### config.mk
export PLATFORM = sky130hd
export DESIGN_NAME = output_pack_store
export DESIGN_NICKNAME = d
export VERILOG_FILES = /design/src/rtl/output_pack_store.sv
export SDC_FILE = /design/constraint.sdc
export NUM_CORES = 1
export LEC_CHECK = 0
export ABC_AREA = 0
export CORE_MARGIN = 8
export CORE_UTILIZATION = 35
export DETAILED_ROUTE_END_ITERATION = 10
export MAX_ROUTING_LAYER = met4
export SETUP_SLACK_MARGIN = 0.4
export SYNTH_ARGS = -nofsm -noshare
export SYNTH_HDL_FRONTEND = slang
export SYNTH_SLANG_ARGS = --single-unit
### constraint.sdc
create_clock -name clock -period 3.6 [get_ports clock]
set_input_delay 0.36 -clock clock [delete_from_list [all_inputs] [get_ports clock]]
set_output_delay 0.36 -clock clock [all_outputs]
set_load 0.005 [all_outputs]
### src/rtl/output_pack_store.sv
// rtl/output_pack_store.sv - packs an 8-bit pixel stream into 128-bit memory words for one frame
//
// Purpose: accepts one byte per ValidIn cycle, fills lanes 0..15 of a word,
// and writes each completed word to base + word_cnt. It stops after
// WORDS_PER_FRAME words and flags any bytes that arrive after that.
//
// Ports:
//   clock         rising-edge clock
//   reset_n       asynchronous active-low reset
//   start         frame enable (high = run, low = abort / idle)
//   base_sel      frame base select; base = {base_sel, 15'b0}; sampled in IDLE
//   DataIn        pixel byte
//   ValidIn       DataIn qualifier
//   WriteBus      packed 128-bit word (holds when no write)
//   WriteAddress  word address (holds when no write)
//   WriteEnable   one-cycle write strobe
//   FrameDone     last word written; held until start drops
//   Overrun       sticky: byte presented after the frame completed

module output_pack_store #(
  parameter int WORDS_PER_FRAME = 19200
) (
  input  logic         clock,
  input  logic         reset_n,
  input  logic         start,
  input  logic         base_sel,
  input  logic [7:0]   DataIn,
  input  logic         ValidIn,
  output logic [127:0] WriteBus,
  output logic [15:0]  WriteAddress,
  output logic         WriteEnable,
  output logic         FrameDone,
  output logic         Overrun
);

  localparam logic [14:0] LAST_WORD = 15'(WORDS_PER_FRAME - 1);

  typedef enum logic [1:0] {
    S_IDLE = 2'd0,
    S_PACK = 2'd1,
    S_DONE = 2'd2
  } state_t;

  state_t         r_state;
  state_t         w_state_nxt;
  logic           r_base;
  logic           w_base_nxt;
  logic [3:0]     r_byte_idx;
  logic [3:0]     w_byte_idx_nxt;
  logic [14:0]    r_word_cnt;
  logic [14:0]    w_word_cnt_nxt;
  logic [127:0]   r_word_buf;
  logic [127:0]   w_word_buf_nxt;
  logic [127:0]   w_bus_nxt;
  logic [15:0]    w_addr_nxt;
  logic           w_we_nxt;
  logic           w_done_nxt;
  logic           w_ovr_nxt;

  always_comb begin
    w_state_nxt    = r_state;
    w_base_nxt     = r_base;
    w_byte_idx_nxt = r_byte_idx;
    w_word_cnt_nxt = r_word_cnt;
    w_word_buf_nxt = r_word_buf;
    w_bus_nxt      = WriteBus;
    w_addr_nxt     = WriteAddress;
    w_we_nxt       = 1'b0;
    w_done_nxt     = FrameDone;
    w_ovr_nxt      = Overrun;

    if (!start) begin
      // Abort takes priority over everything, including a completing 16th byte.
      w_state_nxt    = S_IDLE;
      w_byte_idx_nxt = 4'd0;
      w_word_cnt_nxt = 15'd0;
      w_done_nxt     = 1'b0;
      w_ovr_nxt      = 1'b0;
      if (r_state == S_IDLE) begin
        w_base_nxt = base_sel;
      end
    end else begin
      case (r_state)
        S_IDLE: begin
          // ValidIn is deliberately ignored in the cycle start rises.
          w_base_nxt     = base_sel;
          w_byte_idx_nxt = 4'd0;
          w_word_cnt_nxt = 15'd0;
          w_done_nxt     = 1'b0;
          w_ovr_nxt      = 1'b0;
          w_state_nxt    = S_PACK;
        end
        S_PACK: begin
          if (ValidIn) begin
            w_word_buf_nxt[{r_byte_idx, 3'b000} +: 8] = DataIn;
            w_byte_idx_nxt = r_byte_idx + 4'd1;
            if (r_byte_idx == 4'd15) begin
              // Word is written straight from the merged buffer so the
              // last byte needs no extra cycle.
              w_bus_nxt      = w_word_buf_nxt;
              w_addr_nxt     = {r_base, 15'b0} + {1'b0, r_word_cnt};
              w_we_nxt       = 1'b1;
              w_word_cnt_nxt = r_word_cnt + 15'd1;
              if (r_word_cnt == LAST_WORD) begin
                w_state_nxt = S_DONE;
                w_done_nxt  = 1'b1;
              end
            end
          end
        end
        S_DONE: begin
          if (ValidIn) begin
            w_ovr_nxt = 1'b1;
          end
        end
        default: begin
          w_state_nxt = S_IDLE;
        end
      endcase
    end
  end

  always_ff @(posedge clock or negedge reset_n) begin
    if (!reset_n) begin
      r_state      <= S_IDLE;
      r_base       <= 1'b0;
      r_byte_idx   <= 4'd0;
      r_word_cnt   <= 15'd0;
      r_word_buf   <= 128'h0;
      WriteBus     <= 128'h0;
      WriteAddress <= 16'h0;
      WriteEnable  <= 1'b0;
      FrameDone    <= 1'b0;
      Overrun      <= 1'b0;
    end else begin
      r_state      <= w_state_nxt;
      r_base       <= w_base_nxt;
      r_byte_idx   <= w_byte_idx_nxt;
      r_word_cnt   <= w_word_cnt_nxt;
      r_word_buf   <= w_word_buf_nxt;
      WriteBus     <= w_bus_nxt;
      WriteAddress <= w_addr_nxt;
      WriteEnable  <= w_we_nxt;
      FrameDone    <= w_done_nxt;
      Overrun      <= w_ovr_nxt;
    end
  end

endmodule
==> flow_summary_export.csv, run 1 <==
group,metric,value,unit
placement,placed_area,14800,um2
power_and_ir_drop,peakVddDrop,0.000263,V
logic_synthesis,ys_seq_area_frac,0.583,
critical_path,r2r_slack,0.80,ns
timing,finalCritPeriodShare,0.778,
timing,tightest_slew,1.16,ns
timing,min_period,2.80,ns
cts,cts_buffers,35,
logic_synthesis,yosys_warnings,0,
run,drv_cap,0,
global_route,grt_pass1_wl,53600,um
logic_synthesis,ys_types,70,
global_route,grt_pass1_vias,8933,
die,rows,70,
cts,insertion_delay,0.50,ns
layout,nFillCells,3450,
logic_synthesis,synthMuxAreaShare,0.146,
timing,slew_viol_final,0,
global_route,grt_use_met1,0.221,
power_and_ir_drop,p_leak,7.48,nW
logic_synthesis,syn_inst,1115,
global_route,met3_usage,0.0317,
die,die_w,207,um
critical_path,cp-start-kind,"flip-flop",
layout,register_area,7430,um2
hold_path,worstHoldStart,"r_word_buf[49]",
routing,avgViaCountPerCell,5.02,
logic_synthesis,synth-edff-count,0,
logic_synthesis,synthFlopType,"dfrtp_1",
global_route,busiest_layer,"met2",
die,core,36300,um2
layout,multiInputGateArea,4940,um2
die,pin_count,160,
timing,max_freq,357,MHz
cts,cts_resized,0,
layout,area_delta_synth_final,25.2,%
hold_path,min_path_cells,2,
cts,clk_pin_slew_worst_paths,0.06,ns
layout,nNetsFinal,1283,
timing,fin_skew,0.0137,ns
layout,diodes,0,
logic_synthesis,synth-adder-area-share,0.00491,
placement,port_buffers,159,
critical_path,critical_path_class,"flip-flop to flip-flop",
layout,design_area,16000,um2
logic_synthesis,synthArstFlopShare,1.00,
timing,setup_tns,0,ns
critical_path,crit_fanout,14,
placement,dpl.cell_count,1695,
cts,htree_levels,2,
logic_synthesis,post_synth.cell_area_avg,11.4,um2
placement,dp_hpwl,22700,um
logic_synthesis,synth_compound_area_frac,0.0717,
logic_synthesis,synth_top_family_by_area,"simple AND/OR/NAND/NOR gates",
layout,mostFrequentLayoutCells,"309 x nand2_1, 297 x dfrtp_1, 158 x clkdlybuf4s50_1",
outcome,outcome,"finished, final reports clean",
logic_synthesis,synth_nets,1133,
global_route,grt_usage,0.166,
routing,firstDrtPassIters,5,
timing,rsz0062_at_grt,"no",
timing,hold_ws,0.460,ns
hold_path,worstHoldEndpoint,"WriteBus[49]",
cts,cts_buffer_depth,3,
cts,cts_tree,"done",
critical_path,r2r_end,"r_word_buf[83]",
critical_path,r2r_cells,6,
die,initial_utilization,0.351,
routing,routedWlPerCell,19.5,um
die,fp.dieH,207,um
logic_synthesis,syn-cell-area,12700,um2
routing,antenna_left,0,
critical_path,crit_required,3.98,ns
routing,num_vias,8815,
timing,setup_viol,0,
critical_path,r2r_start,"r_byte_idx[1]",
logic_synthesis,synth-simple-area-share,0.164,
die,die_area,42800,um2
cts,clock-sinks,297,
logic_synthesis,synth-xor-area-share,0.000687,
timing,finalHoldViolations,0,
hold_path,hp-class,"flip-flop to flip-flop",
timing,relSlewSlack,0.219,
cts,hold_buffers,1,
layout,final_util,0.440,
cts,postCtsSetupBuffers,0,
global_route,grt_util_met2,0.258,
critical_path,cp.arrival,3.18,ns
logic_synthesis,synth-seq-cells,297,
routing,drtIter0Drc,456,
routing,drc,0,
placement,routabilityCongestion,0.770,
power_and_ir_drop,powerDensity,452,nW/um2
global_route,antenna_found_initial,0,
routing,wl,34300,um
cts,cts-root-buf,"clkbuf_16",
global_route,gr-total-overflow,0,
layout,instances_no_fill,1757,
layout,drive_above_1_share,0.185,
global_route,grt_start_max_net_pins,112,
layout,final_common_cell,"nand2_1",
critical_path,end_kind,"flip-flop",
worst max path at each step:
stage	startpoint	end	cells past startpoint
2_1_floorplan	r_byte_idx[0]	r_word_buf[72]	10
3_3_place_gp	r_byte_idx[1]	r_word_buf[85]	6
3_5_place_dp	r_byte_idx[1]	r_word_buf[83]	6
4_1_cts	r_byte_idx[1]	r_word_buf[83]	6
5_1_grt	r_byte_idx[1]	r_word_buf[81]	6
6_report	r_byte_idx[1]	r_word_buf[83]	6
cells in the mapped netlist, types with 3 or more instances:
| cell type | n | area [um2] |
|---|---|---|
| nand2_1 | 309 | 1160 |
| dfrtp_1 | 297 | 7430 |
| mux2_2 | 129 | 1450 |
| mux2i_1 | 41 | 410 |
| o21ai_0 | 39 | 195 |
| buf_2 | 32 | 160 |
| clkbuf_1 | 22 | 82.6 |
| a221o_1 | 16 | 160 |
| nand3_1 | 16 | 80.1 |
| o211ai_1 | 16 | 120 |
| and2_0 | 15 | 93.8 |
| nor2_1 | 15 | 56.3 |
| and2_1 | 14 | 87.6 |
| and3_1 | 12 | 75.1 |
| a31oi_1 | 9 | 56.3 |
| or2_2 | 9 | 56.3 |
| buf_4 | 8 | 60.1 |
| o2111ai_1 | 8 | 70.1 |
| a21oi_1 | 7 | 35.0 |
| nor4_1 | 7 | 43.8 |
| inv_1 | 6 | 22.5 |
| nor2b_1 | 6 | 37.5 |
| ha_1 | 5 | 62.6 |
| nand4_1 | 5 | 31.3 |
| nor2_4 | 4 | 45.0 |
| o21a_1 | 4 | 30.0 |
| o31ai_1 | 4 | 30.0 |
| or4_1 | 4 | 30.0 |
| a31oi_2 | 3 | 37.5 |
| buf_6 | 3 | 33.8 |
| nand3b_1 | 3 | 22.5 |
through the flow:
step           setup WS (ns)  total power [mW]
2_1_floorplan           1.09              3.56
3_3_place_gp           0.873              3.70
3_5_place_dp           0.832              3.71
4_1_cts                0.818              7.31
5_1_grt                0.573              7.48
6_report               0.800              7.21
report_power, final:
group          switching [mW]  internal, mW  leakage [nW]
combinational           0.177        0.0786          2.78
clock                    1.34          2.23         0.576
sequential             0.0178          3.37          4.13
total                    1.53          5.68          7.48
state kept, by name, summed over array words and instances (netlist names):
signal / cells
r_word_buf: 128
r_byte_idx: 4
WriteEnable: 1
FrameDone: 1
r_state: 2
WriteBus: 128
r_word_cnt: 15
r_base: 1
WriteAddress: 16
Overrun: 1
worst max-delay path, stage by stage, from the launching register on:
cell and delay, ns:
dfrtp_1 0.61, inv_1 0.12, ha_1 0.50, nand3b_1 0.19
o21ba_2 0.47, and2_1 0.40, mux2_2 0.38
final cells by class:
cell class              count  share of cell area
flip-flops and latches    297               0.466
multi-input cells         744               0.310
repair buffers            180               0.112
clock buffers              57              0.0690
well taps                 468              0.0367
clock inverters             4             0.00463
inverters                   7             0.00173
routing by layer:
| metal | share of wire | routed length, um |
|---|---|---|
| met2 | 0.48 | 16400 |
| met3 | 0.044 | 1490 |
| met1 | 0.46 | 15700 |
| met5 | 0 | 0 |
| met4 | 0.023 | 774 |
cell families after synthesis:
| logic type | after synthesis |
|---|---|
| AO/OA/AOI/OAI | 122 |
| XOR/XNOR | 1 |
| adder cells (fa/ha/maj) | 5 |
| buffers and inverters | 74 |
| flip-flops | 297 |
| multiplexers | 170 |
| AND/OR/NAND/NOR | 446 |
Power figures use the tool's default switching activity.
==> run 2: changes to the inputs <==
Clock period 3.6 ns to 2.25 ns, I/O delays scaled along.
==> flow_summary_export.csv, run 2 (same netlist as run 1, synthesis figures left out) <==
group,metric,value,unit
placement,routabilityCongestion,0.748,
critical_path,crit_chain,"buf_12 > or3_4 > a21boi_4 > buf_12 > o211ai_4 > buf_12 > mux2_4",
critical_path,r2r_start,"r_byte_idx[0]",
global_route,antenna_found_initial,1,
critical_path,crit_path_end,"r_word_buf[88]",
critical_path,crit_required,2.64,ns
layout,final_util,0.482,
critical_path,r2r_cells,7,
run,drv_cap,0,
timing,rsz0062_at_grt,"yes",
routing,drc,0,
critical_path,end_kind,"flip-flop",
placement,placed_area,15300,um2
routing,routedWlPerCell,20.8,um
critical_path,crit_fanout,8,
routing,antenna_left,0,
timing,setup_viol,0,
power_and_ir_drop,peakVddDrop,0.000446,V
global_route,grt_usage,0.173,
die,die_w,207,um
power_and_ir_drop,p_leak,8.18,nW
layout,area_delta_synth_final,37.3,%
routing,drtIter0Drc,559,
critical_path,r2r_end,"r_word_buf[88]",
routing,num_vias,9454,
routing,avgViaCountPerCell,5.14,
layout,final_common_cell,"nand2_1",
hold_path,hp-class,"input port to async pin",
timing,tightest_slew,0.634,ns
layout,drive_above_1_share,0.271,
cts,insertion_delay,0.52,ns
critical_path,cpMostUsedCell,"buf_12",
timing,finalCritPeriodShare,0.891,
power_and_ir_drop,power.total,11.4,mW
layout,design_area,17500,um2
global_route,grt_pass1_vias,9544,
global_route,grt_start_max_net_pins,79,
die,rows,70,
cts,cts_buffers,34,
power_and_ir_drop,powerDensity,651,nW/um2
timing,min_period,2.00,ns
die,pin_count,160,
die,core,36300,um2
layout,nNetsFinal,1366,
placement,dp_hpwl,23300,um
cts,cts_buffer_depth,3,
timing,slew_viol_final,0,
cts,clock-sinks,297,
global_route,grt_pass1_wl,56100,um
cts,cts-root-buf,"clkbuf_16",
timing,relSlewSlack,0.577,
timing,max_freq,499,MHz
timing,finalHoldViolations,0,
die,die_area,42800,um2
outcome,outcome,"finished, final reports clean",
routing,wl,38200,um
die,initial_utilization,0.351,
critical_path,critical_path_class,"flip-flop to flip-flop",
die,fp.dieH,207,um
timing,fin_skew,0.0213,ns
placement,port_buffers,159,
cts,htree_levels,2,
critical_path,slowest_stage,"dfrtp_2",
layout,mostFrequentLayoutCells,"308 x nand2_1, 292 x dfrtp_1, 158 x clkdlybuf4s50_1",
layout,diodes,0,
critical_path,max_stage_delay,0.46,ns
cts,clk_pin_slew_worst_paths,0.06,ns
critical_path,cp-start-kind,"flip-flop",
routing,firstDrtPassIters,5,
layout,top_regs,"WriteBus: 128 flops, r_word_buf: 128 flops, WriteAddress: 16 flops",
critical_path,cp.arrival,2.39,ns
global_route,gr-total-overflow,0,
critical_path,r2r_slack,0.25,ns
cts,cts_tree,"done",
critical_path,setup.worst_path.start,"r_byte_idx[0]",
[run 2: cell types whose count changed in the layout (fill, tap and decap cells not counted), moves of 6 or more]
cell     before  now
mux2_2      129   78
mux2_4        0   51
buf_4        17   60
o21ai_0      38   18
buf_6         0   18
o21ai_1       1   19
buf_12        3   13
and2_1       14    7
nor4_1        7    0
mux2i_1      41   35
[run 2: metrics by stage]
stage | setup WS, ns | hold slack (ns) | TNS (ns) | std cells
floorplan | 0.0163 | -0.0706 | 0 | 1115
global placement | -0.0626 | 0.243 | -0.722 | 1733
detailed placement | -0.114 | 0.250 | -1.72 | 1733
CTS | 0.266 | 0.313 | 0 | 1822
global route | 0.194 | 0.333 | 0 | 1839
finish | 0.246 | 0.282 | 0 | 1839
[run 2: critical path, delay by kind of cell (launching register included)]
kind,cells,cell delay (ns)
mux,1,0.29
buf+inv,3,0.45
simple gates,1,0.40
flops,1,0.46
compound gates,2,0.29
[run 2: per-layer routing]
| metal | wire length [um] | vias to the layer above | global-route usage | part of all wire |
|---|---|---|---|---|
| li1 | - | 4306 | - | - |
| met4 | 726 | 0 | 0.0447 | 0.019 |
| met2 | 18200 | 242 | 0.269 | 0.48 |
| met5 | 0 | - | - | 0 |
| met1 | 17600 | 4858 | 0.234 | 0.46 |
| met3 | 1690 | 48 | 0.0275 | 0.044 |
[run 2: how the worst min path moves through the flow]
stage	startpoint	endpoint	depth (start not counted)	slack, ns
2_1_floorplan	reset_n	FrameDone	0	-0.07
3_3_place_gp	reset_n	WriteEnable	1	0.24
3_5_place_dp	reset_n	WriteEnable	1	0.25
4_1_cts	reset_n	WriteAddress[12]	2	0.31
5_1_grt	reset_n	WriteEnable	2	0.33
6_report	reset_n	WriteEnable	2	0.28
[run 2: cell type report]
class	count	area, um2
repair buffers	264	2850
multi-input cells	744	5500
flip-flops and latches	297	7440
well taps	468	586
fillers	3326	18800
clock inverters	9	76.3
inverters	7	36.3
clock buffers	50	1010
[run 2: report_power, final]
part / switching, mW / internal, mW / leakage (nW) / total (mW)
combinational: 0.320 / 0.209 / 3.52 / 0.530
sequential: 0.0293 / 5.39 / 4.12 / 5.42
clock: 2.20 / 3.23 / 0.539 / 5.43
[run 2: repair_timing]
action	4_1_cts	5_1_grt
gates cloned	3	11
pin swaps	32	16
endpoints found under the setup margin	233	280
gates resized for setup	69	44
setup buffers	26	6
hold endpoints to repair	65	0
hold buffers	1	0
